===== src/rtl/regfile_dump_reader.sv =====
// Debug dump engine: stalls the core and streams every register-file entry as (index, value) beats.
// Optional build macro REGDUMP_SKIP_X0_EN starts the walk at x1 instead of x0.
module regfile_dump_reader #(
  parameter int NUM_REGS = 32,
  parameter int ADDR_W   = 5,
  parameter int DATA_W   = 32
) (
  input  logic              i_clk,
  input  logic              i_rst_n,
  input  logic              i_start,
  output logic [ADDR_W-1:0] o_rf_addr,
  input  logic [DATA_W-1:0] i_rf_data,
  output logic              o_out_valid,
  input  logic              i_out_ready,
  output logic [ADDR_W-1:0] o_out_addr,
  output logic [DATA_W-1:0] o_out_data,
  output logic              o_busy,
  output logic              o_done
);

`ifdef REGDUMP_SKIP_X0_EN
  localparam logic [ADDR_W-1:0] FIRST = ADDR_W'(1);
`else
  localparam logic [ADDR_W-1:0] FIRST = ADDR_W'(0);
`endif
  localparam logic [ADDR_W-1:0] LAST = ADDR_W'(NUM_REGS - 1);

  typedef enum logic [1:0] {IDLE, RUN, DRAIN} state_t;

  state_t              r_state, w_state_nxt;
  logic [ADDR_W-1:0]   r_idx;
  logic                r_out_valid;
  logic [ADDR_W-1:0]   r_out_addr;
  logic [DATA_W-1:0]   r_out_data;
  logic                r_done;
  logic [ADDR_W-1:0]   w_rf_addr;
  logic                w_load;
  logic                w_accept;

  always_comb begin
    w_state_nxt = r_state;
    w_rf_addr   = '0;
    w_load      = 1'b0;
    w_accept    = r_out_valid && i_out_ready;
    case (r_state)
      IDLE: if (i_start) w_state_nxt = RUN;
      RUN: begin
        w_rf_addr = r_idx;
        // Output register is free when empty or being drained this cycle.
        w_load    = !r_out_valid || i_out_ready;
        if (w_load && r_idx == LAST) w_state_nxt = DRAIN;
      end
      DRAIN: begin
        w_rf_addr = LAST;
        if (w_accept) w_state_nxt = IDLE;
      end
      default: w_state_nxt = IDLE;
    endcase
  end

  always_ff @(posedge i_clk) begin
    if (!i_rst_n) begin
      r_state     <= IDLE;
      r_idx       <= FIRST;
      r_out_valid <= 1'b0;
      r_out_addr  <= '0;
      r_out_data  <= '0;
      r_done      <= 1'b0;
    end else begin
      r_state <= w_state_nxt;
      r_done  <= 1'b0;
      case (r_state)
        IDLE: r_idx <= FIRST;
        RUN: if (w_load) begin
          r_out_valid <= 1'b1;
          r_out_addr  <= r_idx;
          r_out_data  <= i_rf_data;
          if (r_idx != LAST) r_idx <= r_idx + ADDR_W'(1);
        end
        DRAIN: if (w_accept) begin
          r_out_valid <= 1'b0;
          r_done      <= 1'b1;
          r_idx       <= FIRST;
        end
        default: r_idx <= FIRST;
      endcase
    end
  end

  assign o_rf_addr   = w_rf_addr;
  assign o_out_valid = r_out_valid;
  assign o_out_addr  = r_out_addr;
  assign o_out_data  = r_out_data;
  assign o_busy      = (r_state != IDLE);
  assign o_done      = r_done;

endmodule


===== config.mk =====
export PLATFORM = sky130hd
export DESIGN_NAME = regfile_dump_reader
export DESIGN_NICKNAME = d
export VERILOG_FILES = /design/src/rtl/regfile_dump_reader.sv
export SDC_FILE = /design/constraint.sdc
export NUM_CORES = 1
export LEC_CHECK = 0
export BUFFER_PORTS_ARGS = -buffer_cell sky130_fd_sc_hd__clkbuf_2
export CAP_MARGIN = 20
export CORE_MARGIN = 1.5
export CORE_UTILIZATION = 50
export DETAILED_ROUTE_END_ITERATION = 7
export GPL_TIMING_DRIVEN = 0
export PLACE_DENSITY = 0.81
export SLEW_MARGIN = 0
export SYNTH_ARGS = -nofsm -noshare
export SYNTH_HDL_FRONTEND = slang
export SYNTH_SLANG_ARGS = --single-unit
export TNS_END_PERCENT = 5

===== constraint.sdc =====
create_clock -name i_clk -period 4.95 [get_ports i_clk]
set_input_delay 0.7425 -clock i_clk [delete_from_list [all_inputs] [get_ports i_clk]]
set_output_delay 0.7425 -clock i_clk [all_outputs]
set_load 0.03 [all_outputs]

Yosys cells after proc, flatten, opt, wreduce, memory -nomap -nowiden --
Index checks and enable logic that the tools add are counted.
Word-level totals: flip-flop bits (word level) 46, latch bits 0, memory bits (writable) 0, ROM bits 0, bits of input ports 36, output and inout bits 45, logic and storage cells 42, memories 0
Cells by class: add/subtract/negate cells 1, $mul 0, div/mod/pow operators 0, order comparisons 0, equality and inequality tests 9, shift operators 0, multiplexer cells 14, bitwise operators 0, reduce and logical (&&, ||, !) cells 12
Operators by type and width (count):
- 5-bit one-hot mux with 2 select lines | 2
- 5-bit 2-to-1 mux | 3
- 2-bit != test (second input constant) | 5
- 3-bit AND reduction | 3
- 2-bit 2-to-1 mux | 3
- 2-bit one-hot mux with 3 select lines | 1
- 5-bit by 1-bit adder with 5-bit output (second input constant) | 1
- 5-bit equality test (second input constant) | 1
- 5-bit != test (second input constant) | 1
- 1-bit 2-to-1 mux | 4
- 2-bit AND reduction | 2
- 2-bit nonzero test | 2
- 2-bit by 1-bit equality test with 1-bit output (second input constant) | 1
- 2-bit equality test (second input constant) | 1
- 1-bit logical AND | 2
- 2-bit zero test | 1
- 1-bit one-hot mux with 2 select lines | 1
- 1-bit zero test | 1
- 1-bit logical OR | 1

Logic depth before layout (Yosys ltp) --
Gate-level depths: netlist (run 1).
depth after elaboration 5, mapped depth 8, gate-level depth less buffers 6

Worst setup path before layout (run 1) --
No wires, ideal clock.
path kind reg2out, from register r_state[1], to output o_rf_addr[0], data arrival time 1.528 ns, required time 4.208 ns, path slack 2.679 ns, cell stages (with the launch flop) 7, buffers on the path 2, path through dfxtp_1 > inv_1 > ha_1 > clkbuf_1 > clkbuf_1 > a21oi_1 > nor2b_1
On the way: word-level cells in the longest chain between the ends 2, elaborated cells on any way between the ends 3, classes of those cells eq/ne (2); mux (1)
Ends and longest elaborated chain:
- start, declared | line 30 | state_t r_state, w_state_nxt;
- start signal, assigned | line 70 | r_state <= w_state_nxt;
- 2-bit equality test or 2-bit by 1-bit equality test with 1-bit output (tied branches) | line 45 | case (r_state)
- 5-bit one-hot mux with 2 select lines (*) | line 45
- end, declared | line 11 | output logic [ADDR_W-1:0] o_rf_addr,
Every way passes the cells marked *; elsewhere a longest branch is shown, timed or not.

Final worst setup path (run 1) --
Same ends and word-level chain as after synthesis.

==> reports/qor.log, run 1 <==
[run_status] run status finished clean
[route] via/cell ratio 4.83
[clock_network] number of buffers created by CTS 5
[yosys] sequential area share after synthesis 49.8%
[timing] period utilisation layout 55.9%
[job] number of violations of the max-capacitance limit 0
[timing] number of pins with negative max-slew slack in the final report 0
[worst_setup_path] critical-path maximum fanout 10
[die] Initial Utilization 53.7%
[grt] GRT busiest layer met2
[grt] largest net degree at the start of global routing 15
[placed_design] number of I/O port buffers 80
[die] count of standard-cell rows 21
[worst_setup_path] Slowest-stage cell, CP clkbuf_1
[die] area of the core 3440 sq um
[clock_network] count of hold buffers inserted by post-cts repair 0
[min_path] type of the tightest min-delay check reg2reg
[timing] total negative slack for setup checks 0 ns
[clock_network] H-tree levels 2
[yosys] number of nets produced by synthesis 273
[route] drt first pass iters 4
[worst_setup_path] minimum setup slack among reg-to-reg paths 3.07 ns
[route] final wirelength 4000 um
[route] routed via count 1764
[worst_setup_path] data arrival at the endpoint of the critical path 2.02 ns
[yosys] Warnings, synthesis 0
[die] die outline area 4070 sq um
[yosys] area share of the largest cell type after synthesis 49.8%
[clock_network] number of buffers between clock root and the deepest sink 2
[worst_setup_path] Top cell by count, worst path clkbuf_1
[clock_network] Clk Tree Root Cell clkbuf_8
[worst_setup_path] worst reg2reg path endpoint r_idx[2]
[pwr] worst voltage drop across the vdd grid 289 uV
[die] horizontal die dimension 63.8 um
[clock_network] number of gates resized after cts 0
[finish] fraction of layout instances using a drive strength above 1 30.4%
[timing] final critical path time including I/O delays and setup 2.77 ns
[timing] Clock Skew 0.00630 ns
[worst_setup_path] category of the critical setup timing path reg2out
[grt] fraction of met1 tracks used by global routing 25.4%
[placed_design] HPWL reported at the end of detailed placement 2970 um
[yosys] leading area contributor after synthesis dfxtp_1
[timing] least setup slack across all paths after layout 2.18 ns
[placed_design] post-placement worst setup slack 2.55 ns
[timing] setup repair after global routing missed its margin no
[finish] area of all placed cells without fillers 2390 sq um
[route] detailed-route DRC error count 0
[clock_network] # Post-CTS Setup Buffers 0
[die] top-level I/O count 81
[clock_network] insertion delay to the later sink of the worst-skew pair 0.29 ns
[grt] grt met3 use 5.81%
[worst_setup_path] launch point of the worst reg-to-reg path r_idx[0]
[yosys] Distinct cells, synth 23
[worst_setup_path] worst-path cell chain inv_1 > ha_1 > clkbuf_1 > clkbuf_1 > a21oi_1 > nor2b_1 > clkbuf_2
[clock_network] clock tree from TritonCTS built
[route] average detailed-routed wire length per instance 11.0 um
[route] drt initial violations 77
[pwr] Cell Pwr Density 509 nW/um^2
[grt] global-route congestion overflow total 0
[grt] number of global-route vias before repair 1593
[route] number of nets still failing antenna checks after routing 0
[finish] Area Overhead vs Synth 29.5%
[finish] number of nets in the finished design 360
[timing] Final setup viols 0
[grt] first-pass GRT wire length 6810 um
[clock_network] clock-pin slew on the worst setup and hold paths 0.08 ns
[yosys] syn avg cell area 8.00 sq um
[grt] number of antenna violations at the first check in global routing 0
[worst_setup_path] category of the worst setup path capture point primary output
[grt] met2 GRT Util 36.3%
[yosys] Post-Synthesis Cell Area 1850 sq um
[timing] max frequency 362 MHz
[finish] count of antenna diodes in the layout 0
[worst_setup_path] worst reg2reg path depth 6
[timing] slew at the pin with the worst max-slew slack 0.449 ns
[worst_setup_path] required time of the critical path 4.21 ns
[clock_network] number of sinks driven by the clock tree 46
[yosys] Post-Synthesis Cells 231
[die] Chip Height 63.8 um
[grt] overall track demand over capacity in global routing 20.9%
[placed_design] final estimated routing congestion in global placement 0.721
[timing] final hold violation count 0
[worst_setup_path] peak per-stage delay on the critical path 0.38 ns
[timing] worst rel slew slack 70.1%
[placed_design] total placed instance area 2310 sq um
[worst_setup_path] Setup crit start kind flip-flop
[worst_setup_path] last element of the critical path o_rf_addr[0]
[yosys] Area contributors post-synth dfxtp_1 (50%), nand2_1 (17%), a21oi_1 (12%)
[worst_setup_path] startpoint of the worst setup timing path r_state[1]
[pwr] leakage power figure 1.09 nW
[yosys] flip-flop and latch count after synthesis 46
-- worst max-delay path: cells and delay by family, from the launching register on --
kind,cells,cell delay [ns]
AOI/OAI and AO/OA,1,0.13
adders and majority gates,1,0.14
buffers and inverters,4,0.95
DFF,1,0.34
and+or+nand+nor,1,0.18
-- cell usage in the layout (no fill, tap or decap) --
cell type   n
nor3b_1     2
nand2b_4    1
clkbuf_1    8
ha_1        6
clkinv_2    1
a21oi_1    45
nand2_1    85
dfxtp_1    46
o21bai_1    1
nor2_1      2
nand3_1     4
a31oi_1     1
o21a_1      1
or4b_1      1
nand2b_1    1
and2_1      2
nand3b_1    2
clkbuf_2   80
o221a_2     1
mux2i_1     5
clkinv_4    1
nor2b_1     5
inv_1       4
a21boi_2    1
buf_2       7
clkbuf_8    5
and3_1      1
-- registers in the layout, summed over array words and instances, names as in the netlist --
name / count
r_state: 2
o_out_data: 32
r_idx: 5
o_out_valid: 1
o_done: 1
o_out_addr: 5
-- layer usage --
| metal | part of all wire [%] | vias up |
|---|---|---|
| li1 | - | 931 |
| met1 | 47 | 767 |
| met2 | 46 | 62 |
| met3 | 6.5 | 4 |
| met4 | 0.72 | 0 |
| met5 | 0 | - |
-- power by group --
| group | internal [mW] | switching [mW] | leakage (nW) |
|---|---|---|---|
| sequential | 0.436 | 0.0406 | 0.374 |
| combinational | 0.165 | 0.356 | 0.669 |
| clock | 0.0997 | 0.121 | 0.0452 |
| total | 0.701 | 0.517 | 1.09 |
-- synth_stat cells --
library cell   n
clkbuf_1       7
nor2b_1        5
a21oi_1       45
a21boi_2       1
o221a_2        1
mux2i_1        5
nand3b_1       2
nor3b_1        2
and3_1         1
and2_1         2
inv_1          4
nand2b_4       1
nand2b_1       1
buf_2          7
o21a_1         1
a31oi_1        1
nand3_1        4
ha_1           6
dfxtp_1       46
o21bai_1       1
nor2_1         2
nand2_1       85
or4b_1         1
-- cell type report --
cell class              instances  area (sq um)
plain buffers                  14          61.3
clock buffers                   6          72.6
clock inverters                 2          13.8
fillers                       305          1050
inverters                       4          15.0
multi-input cells             167           851
flip-flops and latches         46           921
well taps                      46          57.6
repair buffers                 80           400
-- cell families (layout without fill, tap and decap cells) --
| family | Yosys count | in the layout | synth area share, % |
|---|---|---|---|
| compound gates | 50 | 50 | 14.6 |
| mux | 5 | 5 | 2.71 |
| flops | 46 | 46 | 49.8 |
| buf+inv | 18 | 106 | 4.13 |
| fa+ha+maj | 6 | 6 | 4.06 |
| simple gates | 106 | 106 | 24.7 |
-- per-stage QoR --
stage                     power (mW)  hold slack (ns)  util, %  std cells
after floorplan                0.864            0.452        -        231
after global placement         0.998            0.441     67.0        357
after detailed placement        1.01            0.449     67.0        357
after CTS                       1.23            0.460     69.5        365
after global routing            1.31            0.475     69.5        365
final                           1.22            0.455     69.5        365
-- worst min-delay path by stage --
| stage | from | slack [ns] | cells after the start | to |
|---|---|---|---|---|
| floorplan | r_state[0] | 0.45 | 2 | r_state[0] |
| global placement | o_out_addr[2] | 0.44 | 2 | o_out_addr[2] |
| detailed placement | o_out_data[19] | 0.45 | 2 | o_out_data[19] |
| CTS | o_out_data[19] | 0.46 | 2 | o_out_data[19] |
| global route | o_out_data[31] | 0.48 | 2 | o_out_data[31] |
| finish | o_out_addr[2] | 0.46 | 2 | o_out_addr[2] |
No activity file was read; power rests on OpenSTA's default activity.
==> inputs of run 2 (changes only) <==
--- a/config.mk
+++ b/config.mk
@@ -8,10 +8,10 @@
 export BUFFER_PORTS_ARGS = -buffer_cell sky130_fd_sc_hd__clkbuf_2
 export CAP_MARGIN = 20
 export CORE_MARGIN = 1.5
-export CORE_UTILIZATION = 50
+export CORE_UTILIZATION = 46
 export DETAILED_ROUTE_END_ITERATION = 7
 export GPL_TIMING_DRIVEN = 0
-export PLACE_DENSITY = 0.81
+export PLACE_DENSITY = 0.75
 export SLEW_MARGIN = 0
 export SYNTH_ARGS = -nofsm -noshare
 export SYNTH_HDL_FRONTEND = slang
==> constraint.sdc (replaced) <==
create_clock -name i_clk -period 2.7 [get_ports i_clk]
set_input_delay 0.405 -clock i_clk [delete_from_list [all_inputs] [get_ports i_clk]]
set_output_delay 0.405 -clock i_clk [all_outputs]
set_load 0.03 [all_outputs]
==> reports/qor.log, run 2 (synthesized netlist as in run 1, its figures left out) <==
[timing] final critical path time including I/O delays and setup 2.43 ns
[die] Initial Utilization 49.0%
[clock_network] clock tree from TritonCTS built
[timing] period utilisation layout 89.9%
[grt] overall track demand over capacity in global routing 19.9%
[min_path] worst-case hold path end point o_out_data[9]
[placed_design] Placed Cells 359
[route] M1 WL 2000 um
[finish] flip-flop count of the largest register after layout 32
[clock_network] number of buffers between clock root and the deepest sink 2
[timing] Final setup viols 0
[worst_setup_path] Setup crit start kind flip-flop
[job] number of violations of the max-capacitance limit 0
[timing] total negative slack for setup checks 0 ns
[timing] max frequency 412 MHz
[die] die outline area 4410 sq um
[timing] final hold violation count 0
[timing] slew at the pin with the worst max-slew slack 0.463 ns
[timing] Clock Skew 0.00546 ns
[route] routed via count 1794
[finish] commonest non-fill, non-tap cell in the layout nand2_1
[timing] worst rel slew slack 69.1%
[placed_design] number of I/O port buffers 80
[finish] fraction of layout instances using a drive strength above 1 30.4%
[placed_design] HPWL reported at the end of detailed placement 3010 um
[finish] Area Overhead vs Synth 30.9%
[worst_setup_path] required time of the critical path 2.30 ns
[worst_setup_path] Slowest-stage cell, CP clkbuf_1
[clock_network] Clk Tree Root Cell clkbuf_8
[worst_setup_path] critical-path maximum fanout 10
[worst_setup_path] category of the critical setup timing path reg2out
[clock_network] number of buffers created by CTS 5
[worst_setup_path] category of the worst setup path capture point primary output
[worst_setup_path] worst reg2reg path endpoint r_idx[2]
[route] average detailed-routed wire length per instance 11.3 um
[route] highest metal layer with signal wires met4
[finish] count of antenna diodes in the layout 0
[route] final wirelength 4140 um
[min_path] type of the tightest min-delay check in2reg
[grt] largest net degree at the start of global routing 15
[timing] setup repair after global routing missed its margin no
[clock_network] clock-pin slew on the worst setup and hold paths 0.08 ns
[die] area of the core 3770 sq um
[clock_network] insertion delay to the later sink of the worst-skew pair 0.29 ns
[grt] global-route congestion overflow total 0
[clock_network] number of gates resized after cts 0
[clock_network] # Post-CTS Setup Buffers 0
[route] drt first pass iters 4
[route] Met2 Routed Length 1780 um
[pwr] worst voltage drop across the vdd grid 577 uV
[finish] Non-Filler Instances 367
[route] via/cell ratio 4.89
[die] horizontal die dimension 66.4 um
[min_path] Hold Path Origin i_rf_data[9]
[grt] number of global-route vias before repair 1589
[worst_setup_path] peak per-stage delay on the critical path 0.38 ns
[grt] first-pass GRT wire length 6820 um
[die] top-level I/O count 81
[finish] utilization after layout 64.1%
[grt] number of antenna violations at the first check in global routing 0
[finish] number of nets in the finished design 360
[min_path] worst hold path depth 3
[worst_setup_path] worst-path cell chain inv_1 > ha_1 > clkbuf_1 > clkbuf_1 > a21oi_1 > nor2b_1 > clkbuf_2
[worst_setup_path] launch point of the worst reg-to-reg path r_idx[0]
[pwr] leakage power figure 1.10 nW
[finish] leading cell types in the layout, fill and taps excluded nand2_1 (85), clkbuf_2 (80), dfxtp_1 (46)
[worst_setup_path] Top cell by count, worst path clkbuf_1
[worst_setup_path] dominant delay contributor by cell family on the critical path buffers and inverters
[worst_setup_path] startpoint of the worst setup timing path r_state[1]
[pwr] post-layout power 2.33 mW
[worst_setup_path] worst reg2reg path depth 6
[run_status] run status finished clean
[route] detailed-route DRC error count 0
[route] number of nets still failing antenna checks after routing 0
[placed_design] final estimated routing congestion in global placement 0.717
[timing] number of pins with negative max-slew slack in the final report 0
[clock_network] count of hold buffers inserted by post-cts repair 0
[pwr] Cell Pwr Density 964 nW/um^2
[die] Chip Height 66.4 um
[route] drt initial violations 67
[worst_setup_path] buffering stage count on the worst path with inverters included 4
[route] met3 WL 318 um
[clock_network] H-tree levels 2
[worst_setup_path] data arrival at the endpoint of the critical path 2.02 ns
[die] count of standard-cell rows 22
[clock_network] number of sinks driven by the clock tree 46
[worst_setup_path] minimum setup slack among reg-to-reg paths 0.85 ns
[run 2: worst max path at each step]
stage / to / slack (ns) / depth (start not counted)
floorplan: o_rf_addr[0] / 0.77 / 6
global placement: o_rf_addr[1] / 0.68 / 7
finish: o_rf_addr[2] / 0.27 / 7
CTS: o_rf_addr[2] / 0.28 / 7
global route: o_rf_addr[4] / 0.09 / 7
detailed placement: o_rf_addr[2] / 0.64 / 7
[run 2: worst reg2reg max path, cell delays in order, from the launching register on]
cell and delay, ns:
dfxtp_1 0.37, ha_1 0.23, and3_1 0.18, ha_1 0.21, nand3b_1 0.17, or4b_1 0.46, a31oi_1 0.16
[run 2: metrics by stage]
stage                     instance area [sq um]  hold slack (ns)  worst slack (ns)
after floorplan                            1850            0.452             0.767
after global placement                     2310            0.442             0.682
after detailed placement                   2310            0.447             0.635
after CTS                                  2420            0.312             0.277
after global routing                       2420            0.312            0.0875
final                                      2420            0.322             0.272
[run 2: area by class of cell]
cell class / count / area, sq um
Buffer: 14 / 61.3
Clock buffer: 6 / 72.6
Clock inverter: 2 / 37.5
Fill cell: 354 / 1350
Inverter: 4 / 15.0
Multi-Input combinational cell: 167 / 851
Sequential cell: 46 / 921
Tap cell: 48 / 60.1
Timing Repair Buffer: 80 / 400
[run 2: report_power, final]
part | internal [mW] | switching (mW)
logic | 0.303 | 0.656
registers | 0.799 | 0.0744
clock network | 0.276 | 0.223
total | 1.38 | 0.953
[run 2: layer usage]
| metal | track usage, % | vias to the layer above |
|---|---|---|
| li1 | - | 925 |
| met1 | 24.4 | 793 |
| met2 | 33.4 | 69 |
| met3 | 5.96 | 7 |
| met4 | 5.61 | 0 |
| met5 | 0 | - |
==> inputs of run 3 (changes only) <==
--- a/config.mk
+++ b/config.mk
@@ -12,6 +12,7 @@
 export DETAILED_ROUTE_END_ITERATION = 7
 export GPL_TIMING_DRIVEN = 0
 export PLACE_DENSITY = 0.75
+export REMOVE_ABC_BUFFERS = 1
 export SLEW_MARGIN = 0
 export SYNTH_ARGS = -nofsm -noshare
 export SYNTH_HDL_FRONTEND = slang
==> reports/qor.log, run 3 (synthesized netlist as in run 1, its figures left out) <==
[clock_network] # Post-CTS Setup Buffers 0
[min_path] worst hold path depth 3
[timing] slew at the pin with the worst max-slew slack 0.693 ns
[die] top-level I/O count 81
[route] drt first pass iters 4
[clock_network] clock tree from TritonCTS built
[timing] Final setup viols 0
[clock_network] insertion delay to the later sink of the worst-skew pair 0.29 ns
[placed_design] final estimated routing congestion in global placement 0.738
[clock_network] number of gates resized after cts 0
[placed_design] total placed instance area 2330 sq um
[die] Initial Utilization 49.0%
[clock_network] number of sinks driven by the clock tree 46
[worst_setup_path] launch point of the worst reg-to-reg path r_state[1]
[route] drt initial violations 72
[min_path] worst-case hold path end point o_out_data[1]
[route] routed via count 1695
[clock_network] number of buffers between clock root and the deepest sink 2
[clock_network] number of buffers created by CTS 5
[timing] number of pins with negative max-slew slack in the final report 0
[clock_network] clock-pin slew on the worst setup and hold paths 0.08 ns
[finish] leading cell types in the layout, fill and taps excluded nand2_1 (85), clkbuf_2 (80), dfxtp_1 (46)
[pwr] worst voltage drop across the vdd grid 612 uV
[timing] period utilisation layout 81.1%
[worst_setup_path] critical-path maximum fanout 17
[timing] Clock Skew 0.00422 ns
[die] horizontal die dimension 66.4 um
[finish] Area Overhead vs Synth 32.2%
[finish] fraction of layout instances using a drive strength above 1 30.3%
[clock_network] Clk Tree Root Cell clkbuf_8
[route] via/cell ratio 4.77
[finish] commonest non-fill, non-tap cell in the layout nand2_1
[die] die outline area 4410 sq um
[finish] area of all placed cells without fillers 2440 sq um
[placed_design] HPWL reported at the end of detailed placement 2980 um
[timing] total negative slack for setup checks 0 ns
[timing] max frequency 457 MHz
[pwr] leakage power figure 1.10 nW
[grt] number of antenna violations at the first check in global routing 0
[route] number of nets still failing antenna checks after routing 0
[route] final wirelength 4180 um
[run_status] run status finished clean
[finish] count of antenna diodes in the layout 0
[worst_setup_path] category of the critical setup timing path reg2out
[grt] global-route congestion overflow total 0
[grt] first-pass GRT wire length 6640 um
[grt] overall track demand over capacity in global routing 19.7%
[min_path] Hold Path Origin i_rf_data[1]
[clock_network] count of hold buffers inserted by post-cts repair 0
[worst_setup_path] worst reg2reg path endpoint o_out_data[5]
[die] Chip Height 66.4 um
[pwr] Cell Pwr Density 977 nW/um^2
[timing] final hold violation count 0
[timing] setup repair after global routing missed its margin no
[timing] worst rel slew slack 53.7%
[finish] number of fill cells 357
[min_path] type of the tightest min-delay check in2reg
[worst_setup_path] minimum setup slack among reg-to-reg paths 0.58 ns
[finish] number of nets in the finished design 349
[finish] area used by multi-input combinational logic 851 sq um
[timing] final critical path time including I/O delays and setup 2.19 ns
[worst_setup_path] worst reg2reg path depth 6
[grt] number of global-route vias before repair 1493
[finish] flip-flop count of the largest register after layout 32
[die] area of the core 3770 sq um
[finish] register area 921 sq um
[clock_network] H-tree levels 2
[worst_setup_path] Setup crit start kind flip-flop
[pwr] post-layout power 2.39 mW
[route] detailed-route DRC error count 0
[placed_design] number of I/O port buffers 80
[job] number of violations of the max-capacitance limit 0
[die] count of standard-cell rows 22
[grt] largest net degree at the start of global routing 26
[worst_setup_path] data arrival at the endpoint of the critical path 1.78 ns
[worst_setup_path] required time of the critical path 2.30 ns
[route] average detailed-routed wire length per instance 11.8 um
[worst_setup_path] category of the worst setup path capture point primary output
[run 3: how the worst max path moves through the flow]
stage / slack (ns) / end / from
2_1_floorplan: 0.88 / o_out_addr[0] / r_state[1]
3_3_place_gp: 0.30 / o_out_data[0] / r_state[1]
3_5_place_dp: 0.62 / o_out_data[5] / r_state[1]
4_1_cts: 0.51 / o_rf_addr[3] / r_state[1]
5_1_grt: 0.36 / o_rf_addr[3] / r_state[1]
6_report: 0.51 / o_rf_addr[3] / r_state[1]
[run 3: cell type report]
cell class | instances | share of cell area [%]
Multi-Input combinational cell | 167 | 34.8
Tap cell | 48 | 2.46
Clock inverter | 1 | 1.23
Clock buffer | 6 | 3.38
Inverter | 4 | 0.615
Sequential cell | 46 | 37.7
Timing Repair Buffer | 83 | 19.8
[run 3: power breakdown]
part / leakage (nW) / internal (mW) / switching [mW] / total (mW)
combinational: 0.671 / 0.341 / 0.663 / 1.00
sequential: 0.374 / 0.799 / 0.0724 / 0.872
clock: 0.0573 / 0.296 / 0.214 / 0.510
[run 3: layer usage]
layer	vias to the layer above	share of wire (%)	GRT usage, %
met3	5	6.2	6.47
met4	0	1.1	6.12
met1	736	46	22.7
met2	52	46	34.1
li1	902	-	-
met5	-	0	0
[run 3: critical path, stage by stage, from the launching register on]
cell and delay, ns:
dfxtp_1 0.33, inv_1 0.10, ha_1 0.50, and2_1 0.25
o21a_1 0.12, clkbuf_2 0.19
[run 3: metrics by stage]
step / hold WS [ns] / cells / setup slack [ns] / util, %
after CTS: 0.320 / 355 / 0.511 / 64.8
after global routing: 0.314 / 355 / 0.359 / 64.8
after detailed placement: 0.445 / 348 / 0.619 / 61.8
after floorplan: 0.452 / 217 / 0.880 / -
after global placement: 0.441 / 345 / 0.297 / 59.6
final: 0.329 / 355 / 0.511 / 64.8
